### src/rtl/tile_query_sched_if.sv
`default_nettype none
// ============================================================================
//  Module      : tile_query_sched_if
//  Description : Tile-ROM read bus shared between the query scheduler and the
//                level-map ROM. 1 bit per tile (0 = path, 1 = wall).
//                Signals:
//                  rom_rd    - read strobe, one cycle per query
//                  rom_addr  - tile index = tile_y*TILES_X + tile_x
//                  rom_data  - is_wall, valid ROM_LAT cycles after rom_rd
//                Modports: master (scheduler side), slave (ROM side).
//  Revision    : 1.0 - initial release
// ============================================================================
interface tile_query_sched_if;
    logic       rom_rd;
    logic [9:0] rom_addr;
    logic       rom_data;

    modport master (output rom_rd, output rom_addr, input rom_data);
    modport slave  (input rom_rd, input rom_addr, output rom_data);
endinterface
`default_nettype wire

### src/rtl/tile_query_sched.sv
`default_nettype none
// ============================================================================
//  Module      : tile_query_sched
//  Description : Per-frame scheduler time-sharing one tile ROM among N_ACT
//                actors. On frame_tick the actor positions/directions are
//                snapshotted, the tile just ahead of each hitbox is queried in
//                turn, and all blocked flags are published at once with done.
//  Ports       : pclk, rst_n (async, active-low)
//                frame_tick        - start-of-frame pulse
//                act_valid/x/y/dir - per-actor state, actor k at slice k
//                rom               - tile ROM bus (master modport)
//                blocked           - per-actor wall-ahead flags
//                busy/done/overrun - sequence status pulses
//  Option      : TQS_OUT_OF_MAZE_EN - a valid actor outside the maze is
//                reported blocked without a ROM access. When undefined the
//                position is clamped into the maze and queried normally.
//  Revision    : 1.0 - initial release
// ============================================================================
module tile_query_sched #(
    parameter int N_ACT   = 5,
    parameter int TILES_X = 28,
    parameter int TILES_Y = 36,
    parameter int ROM_LAT = 1,
    parameter int HIT_R   = 7
) (
    input  wire                   pclk,
    input  wire                   rst_n,
    input  wire                   frame_tick,
    input  wire  [N_ACT-1:0]      act_valid,
    input  wire  [9*N_ACT-1:0]    act_x,
    input  wire  [9*N_ACT-1:0]    act_y,
    input  wire  [2*N_ACT-1:0]    act_dir,
    tile_query_sched_if.master    rom,
    output logic [N_ACT-1:0]      blocked,
    output logic                  busy,
    output logic                  done,
    output logic                  overrun
);

    localparam int                 C_IDX_W    = (N_ACT > 1) ? $clog2(N_ACT) : 1;
    localparam int                 C_CNT_W    = (ROM_LAT > 1) ? $clog2(ROM_LAT) : 1;
    localparam logic [9:0]         C_MAX_X    = 10'(TILES_X * 8 - 1);
    localparam logic [9:0]         C_MAX_Y    = 10'(TILES_Y * 8 - 1);
    localparam logic [9:0]         C_HIT_R    = 10'(HIT_R);
    localparam logic [9:0]         C_TILES_X  = 10'(TILES_X);
    localparam logic [C_IDX_W-1:0] C_LAST     = C_IDX_W'(N_ACT - 1);
    localparam logic [C_CNT_W-1:0] C_CNT_INIT = C_CNT_W'(ROM_LAT - 1);

    typedef enum logic [1:0] {
        S_IDLE  = 2'd0,
        S_ISSUE = 2'd1,
        S_WAIT  = 2'd2,
        S_DONE  = 2'd3
    } state_t;

    state_t               state_q, state_d;
    logic [C_IDX_W-1:0]   idx_q, idx_d;
    logic [C_CNT_W-1:0]   cnt_q, cnt_d;
    logic [N_ACT-1:0]     valid_q, valid_d;
    logic [8:0]           x_q [N_ACT];
    logic [8:0]           x_d [N_ACT];
    logic [8:0]           y_q [N_ACT];
    logic [8:0]           y_d [N_ACT];
    logic [1:0]           dir_q [N_ACT];
    logic [1:0]           dir_d [N_ACT];
    logic [N_ACT-1:0]     shadow_q, shadow_d;
    logic [N_ACT-1:0]     blocked_q, blocked_d;
    logic                 done_q, done_d;
    logic                 overrun_q, overrun_d;

    logic                 w_oom;
    logic                 w_adv;
    logic                 w_rom_rd;
    logic [9:0]           w_rom_addr;
    logic [9:0]           w_addr;

    // Front-sample tile index. Positions are clamped into the maze first and
    // the offset sample is saturated at the maze edges so it never wraps.
    // The row multiply is a shift/add over the set bits of TILES_X.
    function automatic logic [9:0] sample_addr(input logic [8:0] x,
                                               input logic [8:0] y,
                                               input logic [1:0] dir);
        logic [9:0] cx, cy, sx, sy, tx, ty, acc;
        cx = ({1'b0, x} > C_MAX_X) ? C_MAX_X : {1'b0, x};
        cy = ({1'b0, y} > C_MAX_Y) ? C_MAX_Y : {1'b0, y};
        sx = cx;
        sy = cy;
        case (dir)
            2'd0:    sx = (cx + C_HIT_R > C_MAX_X) ? C_MAX_X : cx + C_HIT_R;
            2'd1:    sx = (cx > C_HIT_R) ? cx - C_HIT_R : 10'd0;
            2'd2:    sy = (cy > C_HIT_R) ? cy - C_HIT_R : 10'd0;
            default: sy = (cy + C_HIT_R > C_MAX_Y) ? C_MAX_Y : cy + C_HIT_R;
        endcase
        tx  = sx >> 3;
        ty  = sy >> 3;
        acc = tx;
        for (int b = 0; b < 10; b++) begin
            if (C_TILES_X[b]) begin
                acc = acc + (ty << b);
            end
        end
        return acc;
    endfunction

    assign w_addr = sample_addr(x_q[idx_q], y_q[idx_q], dir_q[idx_q]);

`ifdef TQS_OUT_OF_MAZE_EN
    assign w_oom = ({1'b0, x_q[idx_q]} > C_MAX_X) || ({1'b0, y_q[idx_q]} > C_MAX_Y);
`else
    assign w_oom = 1'b0;
`endif

    always_comb begin
        state_d    = state_q;
        idx_d      = idx_q;
        cnt_d      = cnt_q;
        valid_d    = valid_q;
        x_d        = x_q;
        y_d        = y_q;
        dir_d      = dir_q;
        shadow_d   = shadow_q;
        blocked_d  = blocked_q;
        done_d     = 1'b0;
        overrun_d  = frame_tick && (state_q != S_IDLE);
        w_adv      = 1'b0;
        w_rom_rd   = 1'b0;
        w_rom_addr = 10'd0;

        case (state_q)
            S_IDLE: begin
                if (frame_tick) begin
                    valid_d = act_valid;
                    for (int k = 0; k < N_ACT; k++) begin
                        x_d[k]   = act_x[9*k +: 9];
                        y_d[k]   = act_y[9*k +: 9];
                        dir_d[k] = act_dir[2*k +: 2];
                    end
                    idx_d    = '0;
                    shadow_d = '0;
                    state_d  = S_ISSUE;
                end
            end
            S_ISSUE: begin
                if (valid_q[idx_q] && !w_oom) begin
                    w_rom_rd   = 1'b1;
                    w_rom_addr = w_addr;
                    cnt_d      = C_CNT_INIT;
                    state_d    = S_WAIT;
                end else begin
                    // Invalid actors read as clear; out-of-maze ones as blocked.
                    shadow_d[idx_q] = valid_q[idx_q];
                    w_adv           = 1'b1;
                end
            end
            S_WAIT: begin
                w_rom_addr = w_addr;
                if (cnt_q == '0) begin
                    shadow_d[idx_q] = rom.rom_data;
                    w_adv           = 1'b1;
                end else begin
                    cnt_d = cnt_q - 1'b1;
                end
            end
            default: begin
                state_d = S_IDLE;
            end
        endcase

        // Publishing on the edge into DONE makes blocked[] and done appear
        // together in the DONE cycle.
        if (w_adv) begin
            if (idx_q == C_LAST) begin
                state_d   = S_DONE;
                blocked_d = shadow_d;
                done_d    = 1'b1;
            end else begin
                idx_d   = idx_q + 1'b1;
                state_d = S_ISSUE;
            end
        end
    end

    always_ff @(posedge pclk or negedge rst_n) begin
        if (!rst_n) begin
            state_q   <= S_IDLE;
            idx_q     <= '0;
            cnt_q     <= '0;
            valid_q   <= '0;
            shadow_q  <= '0;
            blocked_q <= '0;
            done_q    <= 1'b0;
            overrun_q <= 1'b0;
            for (int k = 0; k < N_ACT; k++) begin
                x_q[k]   <= '0;
                y_q[k]   <= '0;
                dir_q[k] <= '0;
            end
        end else begin
            state_q   <= state_d;
            idx_q     <= idx_d;
            cnt_q     <= cnt_d;
            valid_q   <= valid_d;
            shadow_q  <= shadow_d;
            blocked_q <= blocked_d;
            done_q    <= done_d;
            overrun_q <= overrun_d;
            x_q       <= x_d;
            y_q       <= y_d;
            dir_q     <= dir_d;
        end
    end

    assign rom.rom_rd   = w_rom_rd;
    assign rom.rom_addr = w_rom_addr;
    assign blocked      = blocked_q;
    assign busy         = (state_q != S_IDLE);
    assign done         = done_q;
    assign overrun      = overrun_q;

endmodule
`default_nettype wire
### src/flat_wrapper.sv
// flat-port wrapper written by rule: the top's interface ports become plain ports
module tile_query_sched_flat 
#(
    parameter int N_ACT   = 5,
    parameter int TILES_X = 28,
    parameter int TILES_Y = 36,
    parameter int ROM_LAT = 1,
    parameter int HIT_R   = 7
)
  (pclk, rst_n, frame_tick, act_valid, act_x, act_y, act_dir, blocked, busy, done, overrun, rom_rom_rd, rom_rom_addr, rom_rom_data);
  tile_query_sched_if rom_i ();
  input  wire pclk;
  input  wire rst_n;
  input  wire frame_tick;
  input  wire  [N_ACT-1:0] act_valid;
  input  wire  [9*N_ACT-1:0] act_x;
  input  wire  [9*N_ACT-1:0] act_y;
  input  wire  [2*N_ACT-1:0] act_dir;
  output logic [N_ACT-1:0] blocked;
  output logic busy;
  output logic done;
  output logic overrun;
  output wire logic [$bits(rom_i.rom_rd)-1:0] rom_rom_rd;
  output wire logic [$bits(rom_i.rom_addr)-1:0] rom_rom_addr;
  input wire logic [$bits(rom_i.rom_data)-1:0] rom_rom_data;
  assign rom_rom_rd = rom_i.rom_rd;
  assign rom_rom_addr = rom_i.rom_addr;
  assign rom_i.rom_data = rom_rom_data;
  tile_query_sched #(.N_ACT(N_ACT), .TILES_X(TILES_X), .TILES_Y(TILES_Y), .ROM_LAT(ROM_LAT), .HIT_R(HIT_R)) u_core (.pclk(pclk), .rst_n(rst_n), .frame_tick(frame_tick), .act_valid(act_valid), .act_x(act_x), .act_y(act_y), .act_dir(act_dir), .rom(rom_i), .blocked(blocked), .busy(busy), .done(done), .overrun(overrun));
endmodule
### config.mk
export PLATFORM = sky130hd
export DESIGN_NAME = tile_query_sched_flat
export DESIGN_NICKNAME = d
export VERILOG_FILES = /design/src/rtl/tile_query_sched_if.sv /design/src/rtl/tile_query_sched.sv /design/src/flat_wrapper.sv
export SDC_FILE = /design/constraint.sdc
export NUM_CORES = 1
export LEC_CHECK = 0
export CORE_ASPECT_RATIO = 2
export CORE_UTILIZATION = 45
export CTS_BUF_LIST = sky130_fd_sc_hd__clkbuf_4
export DETAILED_ROUTE_END_ITERATION = 10
export PLACE_DENSITY_LB_ADDON = 0.12
export SYNTH_ARGS = -nofsm -noshare
export SYNTH_HDL_FRONTEND = slang
export SYNTH_SLANG_ARGS = --single-unit
### constraint.sdc
create_clock -name pclk -period 6.45 [get_ports pclk]
set_input_delay 1.29 -clock pclk [delete_from_list [all_inputs] [get_ports pclk]]
set_output_delay 1.29 -clock pclk [all_outputs]
set_load 0.05 [all_outputs]
==> metrics.csv, run 1 <==
metric,value,unit
outcome,"finished, violations left",
violated checks,setup timing,
Critical Path RT,5.16,ns
number of primary I/O pins,128,
Sink Count,122,
die area,16000,µm²
first-pass GRT wire length,30600,µm
DR WL/cell,19.1,µm
Post-Syn Area,6980,µm²
initial DRC count,333,
Final Hold Viols,0,
die width,90.1,µm
"FF+latch count, synth",122,
vias post-DR,5699,
Die Y-Extent,178,µm
# placed instances,936,
min-delay worst type,register to register,
gpl congestion,0.949,
Synth cell types,73,
WP buf/inv,7,
Critical Path Source,u_core.idx_q[0]$_DFF_PN0_,
post-route insts no fill,1002,
TritonCTS clock tree,yes,
syn_area_per_cell,11.7,µm²
clk buf depth,2,
Inserted Clock Buffers,17,
Core Region,15200,µm²
CTS Root Buffer Type,clkbuf_4,
antenna violations before repair,1,
Worst Path Max Fanout,5,
CP peak stage delay,0.52,ns
type of the worst setup path,register to primary output,
Worst-Skew Late Latency,0.56,ns
Setup TNS,-0.829,ns
Post-synth top flop,dfrtp_1,
largest net degree at the start of global routing,73,
Worst Setup Start Kind,register,
Overflow after GRT,0,
DRC viols,0,
Critical Path End Type,primary output,
yosys warns,0,
"EDFF count, synth",0,
HP Start,u_core.x_q[29]$_DFFE_PN0P_,
# nets final,925,
hpwl dp,13800,µm
dominant cell type by area after synthesis,dfrtp_1,
CP top delay family,adder cells,
Worst Max-Slew Pin Slew,0.923,ns
filler cell count in the final layout,1294,
clock-pin slew on the worst setup and hold paths,0.12,ns
Yosys top cell area share,43.7,%
Routed Antenna Nets,0,
Seq. cell area,3060,µm²
largest cells by area after synthesis,"dfrtp_1, mux2_2, mux4_1",
DR vias/cell,5.69,
Rel. slew slack,38.5,%
register area share after synthesis,43.7,%
critical path cell sequence,buf_4 -> buf_6 -> mux4_2 -> a22oi_2 -> buf_4 -> o211ai_1 -> nor2_2 -> or4_1 -> o211ai_1 -> buf_4 -> fa_1 -> inv_2 -> fa_1 -> inv_2 -> ha_4 -> fa_2 -> a21oi_2 -> nor2_1 -> nor2_1 -> xor2_1 -> nor2_2 -> buf_12,
Tcrit/Tclk final,104,%
Initial DRT Pass Iterations,5,
Max Cap Viol,0,
final-report setup violation count,5,
I/O Buffers,127,
Crit-path slowest cell,mux4_2,
Slew Limit Fails,0,
H-tree levels,4,
starting density of the core,45.9,%
routed wire length,19200,µm
vias in the first global route,6097,
Total GRT Usage,25.0,%
r2r startpoint,u_core.idx_q[1]$_DFF_PN0_,
Most Frequent Cell on Critical Path,buf_4,
RSZ-0062 raised after global routing,yes,
post-layout min period,6.70,ns
area of the multi-input gates,3940,µm²
area grow syn2layout,37.3,%
PnR worst setup slack,-0.252,ns
placement row count,64,
crit path DAT,5.41,ns
Synth async-reset ratio,100,%
Synth Instances,598,
share of cells above drive strength 1,36.6,%
fmax,0.149,GHz
Max Clock Skew,0.0207,ns
==> layer usage <==
metal	vias to the layer above	share of wire [%]	global-route usage (%)	wire (µm)
met1	2834	37	26.7	7070
met5	-	0	0	0
li1	2591	-	-	-
met4	0	4.1	13.4	795
met3	55	4.1	4.52	790
met2	219	55	46.2	10500
==> cell usage in the layout (no fill, tap or decap), types with 7 or more instances in the layout <==
cell / Yosys / routed
mux2_2: 124 / 122
dfrtp_1: 122 / 121
clkdlybuf4s50_1: 0 / 119
buf_4: 2 / 65
nor2_1: 37 / 33
nand2_1: 31 / 29
clkbuf_4: 0 / 17
a21oi_1: 21 / 16
o21ai_0: 19 / 16
inv_1: 25 / 16
nand3_1: 14 / 14
mux2i_1: 13 / 13
ha_1: 15 / 12
inv_2: 0 / 8
fa_1: 10 / 8
nand2b_1: 7 / 7
nor2b_1: 8 / 7
a22oi_1: 10 / 7
buf_12: 0 / 7
==> sequential cells by signal, indices dropped and copies added, names as in the netlist <==
register         count
u_core.idx_q         3
u_core.dir_q        10
u_core.shadow_q      5
u_core.state_q       2
u_core.y_q          45
u_core.overrun       1
u_core.valid_q       5
u_core.x_q          45
u_core.done          1
u_core.blocked       5
==> repair_timing <==
| action | CTS | global route |
|---|---|---|
| buffers inserted | 25 | 9 |
| resized for setup | 52 | 22 |
| pin swaps | 39 | 31 |
| gates cloned | 1 | 0 |
| setup endpoints to repair | 5 | 5 |
| hold buffers | 0 | 0 |
==> cells by family after synthesis <==
group / after synthesis / synth area share, %
xor+xnor: 7 / 0.878
simple gates: 129 / 9.37
compound gates: 114 / 11.6
mux: 147 / 25.5
buf+inv: 53 / 3.30
other cells: 1 / 0.0537
fa+ha+maj: 25 / 5.56
flops: 122 / 43.7
==> worst reg2reg max path, stage by stage (launching register included) <==
cell,delay (ns)
dfrtp_4,0.55
buf_6,0.15
buf_6,0.13
nor2b_1,0.15
buf_4,0.15
a22oi_1,0.18
o22a_1,0.40
a21oi_1,0.23
nor2b_1,0.33
nand3_1,0.33
mux2_2,0.36
==> path summary, 6_finish.rpt <==
kind	to	slack, ns	cells after the start
worst min register to register	u_core.x_q[29]$_DFFE_PN0P_	0.51	1
worst max register to register	u_core.blocked[2]$_DFFE_PN0P_	3.37	10
worst max-delay path	rom_rom_addr[8]	-0.25	22
min in group asynchronous	u_core.x_q[41]$_DFFE_PN0P_	0.87	1
max in group asynchronous	u_core.idx_q[1]$_DFF_PN0_	4.33	2
worst min-delay path	u_core.x_q[29]$_DFFE_PN0P_	0.51	1
==> cells in the mapped netlist (10+ instances only) <==
cell      instances
dfrtp_1         122
mux2_2          124
ha_1             15
o21ai_0          19
clkbuf_1         13
nand2_1          31
nand3_1          14
a21oi_1          21
fa_1             10
a22oi_1          10
inv_1            25
mux2i_1          13
nor2_1           37
==> per-stage QoR <==
stage,util [%],worst slack [ns],area [µm²],hold slack (ns)
final,63.0,-0.252,9590,0.509
after global routing,63.0,-0.477,9590,0.530
after CTS,62.1,-0.238,9450,0.514
after detailed placement,57.5,-0.0443,8740,0.490
after global placement,57.5,0.111,8740,0.481
after floorplan,-,0.00775,6990,0.470
==> area by class of cell <==
| class | count | share of cell area (%) |
|---|---|---|
| Clock inverter | 14 | 1.62 |
| Clock buffer | 17 | 1.33 |
| Antenna cell | 1 | 0.0261 |
| Tap cell | 198 | 2.58 |
| Multi-Input combinational cell | 425 | 41.1 |
| Inverter | 25 | 1.02 |
| Timing Repair Buffer | 200 | 20.4 |
| Sequential cell | 122 | 31.9 |
Power of run 1 is not shown: default switching activity piles up to over one toggle a cycle in this logic, so the estimate is an artifact.
==> run 2, diff against run 1 <==
--- a/config.mk
+++ b/config.mk
@@ -5,6 +5,7 @@
 export SDC_FILE = /design/constraint.sdc
 export NUM_CORES = 1
 export LEC_CHECK = 0
+export CAP_MARGIN = 25
 export CORE_ASPECT_RATIO = 2
 export CORE_UTILIZATION = 45
 export CTS_BUF_LIST = sky130_fd_sc_hd__clkbuf_4
==> results of run 2 <==
The final DEF is identical to that of run 1; final timing and power are the same.
Power of run 2 is left out for the same reason.
